==> config.mk <==
export PLATFORM = sky130hd
export DESIGN_NAME = otp_slot_scheduler
export DESIGN_NICKNAME = d
export VERILOG_FILES = /design/src/rtl/otp_slot_scheduler.sv
export SDC_FILE = /design/constraint.sdc
export NUM_CORES = 1
export LEC_CHECK = 0
export ABC_AREA = 1
export CAP_MARGIN = 20
export CELL_PAD_IN_SITES_DETAIL_PLACEMENT = 1
export CELL_PAD_IN_SITES_GLOBAL_PLACEMENT = 2
export CORE_MARGIN = 4
export CORE_UTILIZATION = 30
export CTS_CLUSTER_DIAMETER = 150
export DETAILED_ROUTE_END_ITERATION = 12
export MAX_ROUTING_LAYER = met4
export PLACE_DENSITY = 0.8
export SYNTH_ARGS = -nofsm -noshare
export SYNTH_HDL_FRONTEND = slang
export SYNTH_SLANG_ARGS = --single-unit
==> constraint.sdc <==
create_clock -name iclk -period 2.6 [get_ports iclk]
set_input_delay 0.39 -clock iclk [delete_from_list [all_inputs] [get_ports iclk]]
set_output_delay 0.39 -clock iclk [all_outputs]
set_load 0.005 [all_outputs]
==> src/rtl/otp_slot_scheduler.sv <==
// -----------------------------------------------------------------------------
// otp_slot_scheduler
//
// Ring-buffer scheduler sharing the per-block OTP RAM between the keystream
// generator (producer) and the SD transfer datapath (consumer). Free slots are
// handed to the generator one at a time. Filled slots are granted to the SD
// side one at a time, in the same order they were filled.
//
// Ports:
//   iclk, irst_n      clock, asynchronous active-low reset
//   ienable           level, permits new generation starts and new grants
//   inew_session      pulse, flushes all slots and restarts the OTP sequence
//   ogen_start        one-cycle pulse, generator fills slot osel_gen
//   onew_otp          high with the first ogen_start after reset/flush
//   osel_gen          slot being generated (held until the next start)
//   igen_done         pulse, generation of osel_gen finished
//   isd_req           level, SD side wants a filled slot
//   osd_grant         level, slot osel_sd is owned by the SD side
//   osel_sd           granted slot
//   isd_release       pulse, granted slot consumed
//   olevel            filled, unreleased slots (including the granted one)
//   ofull / oempty    olevel == RAM_BLOCKS / olevel == 0
//   oerr              sticky protocol error (cleared only by reset)
// -----------------------------------------------------------------------------
module otp_slot_scheduler #(
  parameter int RAM_BLOCKS = 8,
  parameter int SEL_W      = $clog2(RAM_BLOCKS)
) (
  input  logic             iclk,
  input  logic             irst_n,
  input  logic             ienable,
  input  logic             inew_session,
  output logic             ogen_start,
  output logic             onew_otp,
  output logic [SEL_W-1:0] osel_gen,
  input  logic             igen_done,
  input  logic             isd_req,
  output logic             osd_grant,
  output logic [SEL_W-1:0] osel_sd,
  input  logic             isd_release,
  output logic [SEL_W:0]   olevel,
  output logic             ofull,
  output logic             oempty,
  output logic             oerr
);

  localparam logic [SEL_W:0]   C_FULL    = (SEL_W+1)'(RAM_BLOCKS);
  localparam logic [SEL_W:0]   C_CNT_ONE = (SEL_W+1)'(1);
  localparam logic [SEL_W:0]   C_CNT_ZERO = (SEL_W+1)'(0);
  localparam logic [SEL_W-1:0] C_PTR_ONE = SEL_W'(1);
  localparam logic [SEL_W-1:0] C_PTR_ZERO = SEL_W'(0);

  typedef enum logic [1:0] {
    G_IDLE  = 2'd0,
    G_WAIT  = 2'd1,
    G_DRAIN = 2'd2
  } gen_state_t;

  typedef enum logic [0:0] {
    S_IDLE  = 1'b0,
    S_GRANT = 1'b1
  } sd_state_t;

  gen_state_t       r_gen_state, w_gen_state_nxt;
  sd_state_t        r_sd_state,  w_sd_state_nxt;

  logic [SEL_W-1:0] r_wp, w_wp_nxt;
  logic [SEL_W-1:0] r_rp, w_rp_nxt;
  logic [SEL_W:0]   r_cnt, w_cnt_nxt;
  logic             r_first_gen, w_first_gen_nxt;

  logic             r_gen_start;
  logic             r_new_otp;
  logic [SEL_W-1:0] r_sel_gen, w_sel_gen_nxt;
  logic             r_sd_grant;
  logic [SEL_W-1:0] r_sel_sd, w_sel_sd_nxt;
  logic             r_full;
  logic             r_empty;
  logic             r_err;

  logic             w_gen_go;
  logic             w_gen_inc;
  logic             w_sd_go;
  logic             w_sd_dec;
  logic             w_err_evt;

  // Event decode: starts, grants and accepted completions are all suppressed
  // by a flush; protocol errors are detected regardless.
  always_comb begin
    w_gen_go  = (r_gen_state == G_IDLE) && ienable && (r_cnt < C_FULL) && !inew_session;
    w_gen_inc = (r_gen_state == G_WAIT) && igen_done && !inew_session;
    w_sd_go   = (r_sd_state == S_IDLE) && ienable && isd_req && (r_cnt != C_CNT_ZERO) && !inew_session;
    w_sd_dec  = (r_sd_state == S_GRANT) && isd_release && !inew_session;
    w_err_evt = (igen_done && (r_gen_state == G_IDLE)) || (isd_release && (r_sd_state == S_IDLE));
  end

  // Generator FSM next state. A completion arriving together with a flush
  // closes out the in-flight generation, so no drain is needed.
  always_comb begin
    w_gen_state_nxt = r_gen_state;
    case (r_gen_state)
      G_IDLE: begin
        if (w_gen_go) begin
          w_gen_state_nxt = G_WAIT;
        end else begin
          w_gen_state_nxt = G_IDLE;
        end
      end
      G_WAIT: begin
        if (igen_done) begin
          w_gen_state_nxt = G_IDLE;
        end else if (inew_session) begin
          w_gen_state_nxt = G_DRAIN;
        end else begin
          w_gen_state_nxt = G_WAIT;
        end
      end
      G_DRAIN: begin
        if (igen_done) begin
          w_gen_state_nxt = G_IDLE;
        end else begin
          w_gen_state_nxt = G_DRAIN;
        end
      end
      default: w_gen_state_nxt = G_IDLE;
    endcase
  end

  // SD FSM next state; a flush revokes any grant.
  always_comb begin
    w_sd_state_nxt = r_sd_state;
    case (r_sd_state)
      S_IDLE: begin
        if (w_sd_go) begin
          w_sd_state_nxt = S_GRANT;
        end else begin
          w_sd_state_nxt = S_IDLE;
        end
      end
      S_GRANT: begin
        if (inew_session || isd_release) begin
          w_sd_state_nxt = S_IDLE;
        end else begin
          w_sd_state_nxt = S_GRANT;
        end
      end
      default: w_sd_state_nxt = S_IDLE;
    endcase
  end

  // Pointer, occupancy and slot-select next values.
  always_comb begin
    w_wp_nxt        = r_wp;
    w_rp_nxt        = r_rp;
    w_cnt_nxt       = r_cnt;
    w_first_gen_nxt = r_first_gen;
    w_sel_gen_nxt   = r_sel_gen;
    w_sel_sd_nxt    = r_sel_sd;
    if (inew_session) begin
      w_wp_nxt        = C_PTR_ZERO;
      w_rp_nxt        = C_PTR_ZERO;
      w_cnt_nxt       = C_CNT_ZERO;
      w_first_gen_nxt = 1'b1;
    end else begin
      if (w_gen_inc) begin
        w_wp_nxt = r_wp + C_PTR_ONE;
      end else begin
        w_wp_nxt = r_wp;
      end
      if (w_sd_dec) begin
        w_rp_nxt = r_rp + C_PTR_ONE;
      end else begin
        w_rp_nxt = r_rp;
      end
      // Simultaneous fill and release leave the occupancy unchanged.
      case ({w_gen_inc, w_sd_dec})
        2'b10:   w_cnt_nxt = r_cnt + C_CNT_ONE;
        2'b01:   w_cnt_nxt = r_cnt - C_CNT_ONE;
        default: w_cnt_nxt = r_cnt;
      endcase
      if (w_gen_go) begin
        w_first_gen_nxt = 1'b0;
        w_sel_gen_nxt   = r_wp;
      end else begin
        w_first_gen_nxt = r_first_gen;
        w_sel_gen_nxt   = r_sel_gen;
      end
      if (w_sd_go) begin
        w_sel_sd_nxt = r_rp;
      end else begin
        w_sel_sd_nxt = r_sel_sd;
      end
    end
  end

  // State and registered outputs.
  always_ff @(posedge iclk or negedge irst_n) begin
    if (!irst_n) begin
      r_gen_state <= G_IDLE;
      r_sd_state  <= S_IDLE;
      r_wp        <= C_PTR_ZERO;
      r_rp        <= C_PTR_ZERO;
      r_cnt       <= C_CNT_ZERO;
      r_first_gen <= 1'b1;
      r_gen_start <= 1'b0;
      r_new_otp   <= 1'b0;
      r_sel_gen   <= C_PTR_ZERO;
      r_sd_grant  <= 1'b0;
      r_sel_sd    <= C_PTR_ZERO;
      r_full      <= 1'b0;
      r_empty     <= 1'b1;
      r_err       <= 1'b0;
    end else begin
      r_gen_state <= w_gen_state_nxt;
      r_sd_state  <= w_sd_state_nxt;
      r_wp        <= w_wp_nxt;
      r_rp        <= w_rp_nxt;
      r_cnt       <= w_cnt_nxt;
      r_first_gen <= w_first_gen_nxt;
      r_gen_start <= w_gen_go;
      r_new_otp   <= w_gen_go && r_first_gen;
      r_sel_gen   <= w_sel_gen_nxt;
      r_sd_grant  <= (w_sd_state_nxt == S_GRANT);
      r_sel_sd    <= w_sel_sd_nxt;
      r_full      <= (w_cnt_nxt == C_FULL);
      r_empty     <= (w_cnt_nxt == C_CNT_ZERO);
      r_err       <= r_err || w_err_evt;
    end
  end

  assign ogen_start = r_gen_start;
  assign onew_otp   = r_new_otp;
  assign osel_gen   = r_sel_gen;
  assign osd_grant  = r_sd_grant;
  assign osel_sd    = r_sel_sd;
  assign olevel     = r_cnt;
  assign ofull      = r_full;
  assign oempty     = r_empty;
  assign oerr       = r_err;

endmodule
Word-level counts from Yosys, hierarchy flattened
Cells that the tools add are included.
Widths: inputs -> output; s select.
{"block": "totals", "register_bits": 25, "in_bits": 7, "out_inout_bits": 16, "elab_cells": 67}
{"block": "op_classes", "add_sub_neg": 4, "order_cmp": 1, "eq_ne": 5, "n_mux": 16, "bitwise_logic": 2, "reduce_logical": 26}
{"cell": "$logic_and 1x1->1", "count": 14}
{"cell": "$mux 3", "count": 4}
{"cell": "$pmux 4 s2", "count": 1}
{"cell": "$add 3x1->3 const B", "count": 2}
{"cell": "$mux 2", "count": 3}
{"cell": "$pmux 2 s3", "count": 1}
{"cell": "$reduce_bool 2->1", "count": 3}
{"cell": "$mux 1", "count": 5}
{"cell": "$add 4x1->4 const B", "count": 1}
{"cell": "$eq 2x1->1 const B", "count": 2}
{"cell": "$eq 2x2->1 const B", "count": 2}
{"cell": "$eq 4x4->1 const B", "count": 1}
{"cell": "$logic_not 4->1", "count": 1}
{"cell": "$lt 4x4->1 const B", "count": 1}
{"cell": "$mux 4", "count": 1}
{"cell": "$reduce_and 2->1", "count": 2}
{"cell": "$reduce_bool 4->1", "count": 1}
{"cell": "$sub 4x1->4 const B", "count": 1}
{"cell": "$logic_or 1x1->1", "count": 3}
{"cell": "$logic_not 2->1", "count": 1}
{"cell": "$not 1->1", "count": 2}
{"cell": "$pmux 1 s2", "count": 1}
{"cell": "$logic_not 1->1", "count": 1}

Longest topological paths before layout
Gate-level depths: netlist of the first run.
{"block": "depth", "ltp_word": 7, "mapped_depth": 15, "ltp_nobuf": 14}

Least setup slack after synthesis of the first run
No wires, ideal clock.
{"block": "synth_path", "kind": "input to register", "start": "in inew_session", "end": "reg r_empty (netlist: oempty)", "setup_ps": 73, "arrival_ps": 2029, "required_time_ps": 2527, "slack_ps": 498, "path_stages": 13, "n_path_buf": 1, "path_cell_list": "buf_2 > nor2_1 > nand3_1 > ha_1 > nor2_1 > nor2_4 > ha_1 > a21oi_1 > or2_0 > nand2_1 > nand2_2 > nand2_2 > a21oi_1"}
{"block": "synth_between", "elab_chain_len": 6, "word_cells_on_any_way": 8, "classes_between": "eq/ne: 2; mux: 2; reduce/logical: 4"}
{"item": "from (decl)", "line": "32", "rtl": "input logic inew_session,"}
{"item": "$logic_not 1->1", "line": "91, 93"}
{"item": "$logic_and 1x1->1 (on tied branches)", "line": "93, 91"}
{"item": "$eq 2x1->1 / $eq 2x2->1 (equally long branches)", "line": "176", "rtl": "case ({w_gen_inc, w_sd_dec})"}
{"item": "$pmux 4 s2", "line": "176"}
{"item": "$mux 4 *", "line": "159", "rtl": "if (inew_session) begin"}
{"item": "$logic_not 4->1 *", "line": "226", "rtl": "r_empty <= (w_cnt_nxt == C_CNT_ZERO);"}
{"item": "to (signal assigned)", "line": "226"}
{"item": "to (decl)", "line": "78", "rtl": "logic r_empty;"}
Mark *: on every way between the ends. The rest lies on a longest branch, timed or not.
A chain may end at the register's enable or synchronous reset.

Worst setup path in the final report of the first run
Ends and elaborated chain as after synthesis.

==> results_dict.tcl, run 1 <==
set metrics [dict create \
    synth_compound_area_share_pct 8.88 \
    drtIter0Drc 53 \
    hold_buffers 0 \
    dr_total_vias 998 \
    cts_buffers 3 \
    vdd_drop_max_uv 268 \
    critPathRequiredTime_ns 2.80 \
    finalCritPeriodShare_pct 87.1 \
    relSlewSlack_pct 78.0 \
    finClkSkew_ns 0.00708 \
    rsz0062_at_grt "false" \
    muxShareOfSynthArea_pct 0 \
    synth.largest_area_cell "dfrtp_1" \
    grt_antenna_before_repair 0 \
    grt_pass1_wl_mm 5.10 \
    cap_violations 0 \
    routedWlPerCell_um 13.1 \
    crit_path_end_kind "register" \
    clock_path_buffers 2 \
    num-nets-final 183 \
    start_util_pct 32.1 \
    cts-root-buf "clkbuf_8" \
    crit_fanout 4 \
    port_buffers 22 \
    top_level_ports 23 \
    setup_violations 0 \
    synth_cells 139 \
    antenna_cells 0 \
    critPathKind "input port to register" \
    cts_setup_buffers 0 \
    synth.distinct_cells 25 \
    ys_warn_count 0 \
    grt_max_degree 26 \
    synth_top_area_share_pct 47.5 \
    syn_area_mm2 0.00121 \
    coreArea_mm2 0.00377 \
    tns_ns 0 \
    dieWidth_um 71.5 \
    drtPass1Iterations 2 \
    cp_slowest_cell "clkdlybuf4s50_1" \
    grt_pass1_vias 1103 \
    routabilityCongestion 0.764 \
    synth.yosys.seq_area_share_pct 51.9 \
    grt.total_usage_pct 12.8 \
    vias_per_cell 4.58 \
    cpMostUsedCell "nor2_1" \
    synth_top_family_by_area "simple AND/OR/NAND/NOR gates" \
    outcome "completed" \
    clk_pin_slew_worst_paths_ns 0.09 \
    grt.overflow.total 0 \
    synth-main-ff-cell "dfrtp_1" \
    cts_max_level 1 \
    power.leakage_nw 0.817 \
    cts.sinks 25 \
    die_area_mm2 0.00512 \
    worstMarginPinSlew_ns 0.330 \
    syn-num-nets 151 \
    synth-xor-area-share_pct 1.45 \
    period_minus_slack_ns 2.26 \
    hold_class "register to register" \
    slew_violations 0 \
    synth_enable_flop_cells 0 \
    synthTopCellsByCount "nand2_1, dfrtp_1, inv_1" \
    whs_ns 0.480 \
    critPathArrivalTime_ns 2.47 \
    tritoncts "yes" \
    dp_hpwl_mm 2.26 \
    synth_fa_ha_area_share_pct 5.17 \
    clkLatencyLatePin_ns 0.27 \
    ys_seq_elements 25 \
    power_density_mw_per_mm2 522 \
    drt_wl_total_mm 2.87 \
    start_kind "input port" \
    synthSimpleGateAreaFrac_pct 24.8 \
    antenna_left 0 \
    syn_avg_cell_area_um2 8.71 \
    drcViolationCount 0 \
    cts_resized 0 \
    layout-drive-gt1-share_pct 14.7 \
    syn_to_final_growth_pct 30.3 \
    yosysMostFrequentCell "nand2_1" \
    cpPeakStageDelay_ns 0.46 \
    num_rows 22 \
    max_freq_mhz 442 \
    hold_viol_final 0 \
    worstPathCellList "clkdlybuf4s50_1 > nor2_1 > nand3_1 > ha_1 > nor2_1 > nor2_4 > ha_1 > nor2_1 > nor2_1 > nand2_1 > nand2_1 > inv_1 > nand2_2 > a21oi_1" \
    synth-async-reset-ratio_pct 100 \
    die_h_um 71.5 \
    synthTopCellsByArea "dfrtp_1, nand2_1, inv_1, ha_1, dfstp_2" \
]
==> stage by stage <==
step | cells | setup slack, ns | area, um2 | util (%) | power, W
2_1_floorplan | 139 | 0.498 | 1210 | - | 0.000518
3_3_place_gp | 214 | 0.131 | 1530 | 40.6 | 0.000599
3_5_place_dp | 214 | 0.0369 | 1530 | 40.6 | 0.000605
4_1_cts | 218 | 0.320 | 1580 | 41.8 | 0.000841
5_1_grt | 218 | 0.0895 | 1580 | 41.8 | 0.000876
6_report | 218 | 0.335 | 1580 | 41.8 | 0.000824
==> metal layers <==
metal | part of all wire, % | global-route usage, %
met5 | 0 | -
met4 | 0.84 | 3.76
met3 | 3.9 | 2.81
met2 | 46 | 19.9
met1 | 49 | 16.6
==> path summary, 6_finish.rpt <==
path | start | endpoint | slack (ns) | cells past startpoint
worst max-delay path | inew_session | oempty | 0.34 | 14
worst min register to register | r_first_gen | onew_otp | 0.48 | 2
min in group asynchronous | irst_n | olevel[2] | 0.49 | 2
worst max register to register | r_gen_state[1] | oempty | 0.52 | 13
max in group asynchronous | irst_n | r_first_gen | 1.81 | 2
worst min-delay path | r_first_gen | onew_otp | 0.48 | 2
==> layout by cell type (no fill, tap or decap), types with 5 or more instances in the layout <==
master and n:
clkdlybuf4s50_1 22, nand3_1 9, o21ai_0 8, dfrtp_1 23, nor2_1 9, ha_1 5
inv_1 22, buf_4 6, a21oi_1 7, nand2_1 32
==> worst max-delay path: cells and delay by family <==
family	cells	cell delay [ns]
adder cells (fa/ha/maj)	2	0.50
AO/OA/AOI/OAI	1	0.12
AND/OR/NAND/NOR	9	0.92
buffers and inverters	2	0.53
==> state kept, by name (all words and copies together), names as in the netlist <==
signal / cells
ogen_start: 1
olevel: 4
r_rp: 3
onew_otp: 1
r_wp: 3
osel_gen: 3
oempty: 1
ofull: 1
osd_grant: 1
r_gen_state: 2
oerr: 1
osel_sd: 3
r_first_gen: 1
==> logic make-up after synthesis <==
family / after synthesis
buffers and inverters: 25
AOI/OAI and AO/OA: 19
xor gates and xnor gates: 2
DFF: 25
and+or+nand+nor: 63
adders and majority gates: 5
==> power by group <==
part	leakage (nW)	switching (W)	internal, W
registers	0.331	0.0000227	0.000424
logic	0.460	0.0000736	0.0000741
clock network	0.0255	0.000123	0.000107
total	0.817	0.000219	0.000605
==> area by class of cell <==
type / instances / area [um2]
Clock buffer: 3 / 41.3
Tap cell: 48 / 60.1
Sequential cell: 25 / 628
Fill cell: 449 / 2190
Timing Repair Buffer: 28 / 265
Inverter: 24 / 90.1
Clock inverter: 1 / 5.00
Multi-Input combinational cell: 89 / 488
No activity file was read; power rests on OpenSTA's default activity.
==> run 2, diff against run 1 <==
- CORE_UTILIZATION: 30 -> 31
- CTS_BUF_LIST: not set -> sky130_fd_sc_hd__clkbuf_2 sky130_fd_sc_hd__clkbuf_4 sky130_fd_sc_hd__clkbuf_8
- PLACE_DENSITY: 0.8 -> 0.82
==> run 2 against run 1 <==
Setup slack worse by 0.080 ns. Flip-flop and latch count unchanged. Wire length down 1.4%. Combinational power about the same. Total power up 0.75%. Largest power group unchanged. Highest routed layer unchanged.
==> results_dict.tcl, run 2 (same netlist as run 1, synthesis figures left out) <==
set metrics [dict create \
    setup_violations 0 \
    r2r_start "r_gen_state[1]" \
    drtPass1Iterations 4 \
    crit_path_end_kind "register" \
    period_minus_slack_ns 2.34 \
    hold_viol_final 0 \
    multi_input_area_um2 488 \
    cts_buffers 3 \
    start_kind "input port" \
    utilization_pct 42.5 \
    tritoncts "yes" \
    drtIter0Drc 49 \
    syn_to_final_growth_pct 30.5 \
    die_h_um 70.5 \
    seqCellArea_um2 628 \
    cts_resized 0 \
    finClkSkew_ns 0.00109 \
    cts-root-buf "clkbuf_8" \
    fill_cells 463 \
    drt_wl_total_mm 2.83 \
    power_density_mw_per_mm2 525 \
    drcViolationCount 0 \
    grt_max_degree 26 \
    path_buf_inv 2 \
    num_rows 22 \
    r2r_slack_ns 0.49 \
    power.leakage_nw 0.817 \
    worstMarginPinSlew_ns 0.317 \
    vias_per_cell 4.52 \
    grt_pass1_wl_mm 4.98 \
    antenna_left 0 \
    max_freq_mhz 426 \
    finalCritPeriodShare_pct 90.2 \
    hold_class "input port to async pin" \
    grt.total_usage_pct 13.1 \
    dp_hpwl_mm 2.26 \
    grt_antenna_before_repair 0 \
    tns_ns 0 \
    antenna_cells 0 \
    grt_pass1_vias 1002 \
    dr_total_vias 986 \
    start_util_pct 32.6 \
    coreArea_mm2 0.00372 \
    routedWlPerCell_um 13.0 \
    clkLatencyLatePin_ns 0.26 \
    cpPeakStageDelay_ns 0.50 \
    layout-drive-gt1-share_pct 14.7 \
    routabilityCongestion 0.816 \
    final_cell_mix "nand2_1, dfrtp_1, inv_1, clkdlybuf4s50_1" \
    crit_fanout 4 \
    die_area_mm2 0.00497 \
    worstPathCellList "clkdlybuf4s50_1 > nor2_1 > nand3_1 > ha_1 > nor2_1 > nor2_4 > ha_1 > a21oi_1 > buf_4 > a21oi_2 > nand2_1 > nand2_2 > nand2_2 > nor2_2" \
    relSlewSlack_pct 78.9 \
    top_level_ports 23 \
    largest_register_ffs 4 \
    cap_violations 0 \
    slew_violations 0 \
    cp_slowest_cell "clkdlybuf4s50_1" \
    cpLargestDelayFamily "simple AND/OR/NAND/NOR gates" \
    critPathRequiredTime_ns 2.77 \
    final_common_cell "nand2_1" \
    rsz0062_at_grt "false" \
    vdd_drop_max_uv 341 \
    port_buffers 22 \
    clock_path_buffers 2 \
    critPathKind "input port to register" \
    cts_setup_buffers 0 \
    dieWidth_um 70.5 \
    grt.overflow.total 0 \
    clk_pin_slew_worst_paths_ns 0.08 \
    critPathArrivalTime_ns 2.51 \
    whs_ns 0.481 \
    hold_buffers 0 \
    crit_path_start "inew_session" \
    cts.sinks 25 \
    num-nets-final 183 \
    cts_max_level 1 \
    outcome "completed" \
]
run 2: changes by cell type in the layout (fill, tap and decap cells not counted):
cell / previous run / this run
clkbuf_4: 0 / 1
clkinv_2: 1 / 0
run 2: path summary, 6_finish.rpt:
kind	to	cells after the start
worst max-delay path	ofull	14
worst min-delay path	osel_sd[0]	2
worst max register to register	ofull	13
worst min register to register	r_rp[2]	1
max in group asynchronous	oempty	2
min in group iclk	r_rp[2]	1
run 2: per-layer routing:
metal	vias to the layer above	part of all wire [%]	GRT usage [%]
met5	-	0	-
met4	0	1.1	3.19
met3	2	3.0	3.60
met2	20	49	20.6
met1	464	47	16.6
li1	500	-	-
run 2: final cells by class:
class                   count  area share (%)
inverters                  24            5.70
repair buffers             28            16.8
flip-flops and latches     25            39.7
multi-input cells          89            30.9
clock buffers               4            3.09
well taps                  48            3.80
run 2: report_power, final:
part / leakage, nW / total (W) / switching (W) / internal (W)
clock network: 0.0262 / 0.000237 / 0.000117 / 0.000120
registers: 0.331 / 0.000447 / 0.0000231 / 0.000424
logic: 0.459 / 0.000146 / 0.0000729 / 0.0000732
run 2: metrics by stage:
step	cell area, um2	power, W	std cells	setup WS (ns)
after floorplan	1210	0.000518	139	0.498
after global placement	1530	0.000598	214	0.0266
after detailed placement	1530	0.000603	214	-0.0349
after CTS	1580	0.000845	218	0.246
after global routing	1580	0.000887	218	0.0510
final	1580	0.000830	218	0.255
==> run 3, diff against run 2 <==
- HOLD_SLACK_MARGIN: not set -> 0.15
==> results of run 3 <==
Same layout as run 2: the final DEF is identical, and so are final timing and power.
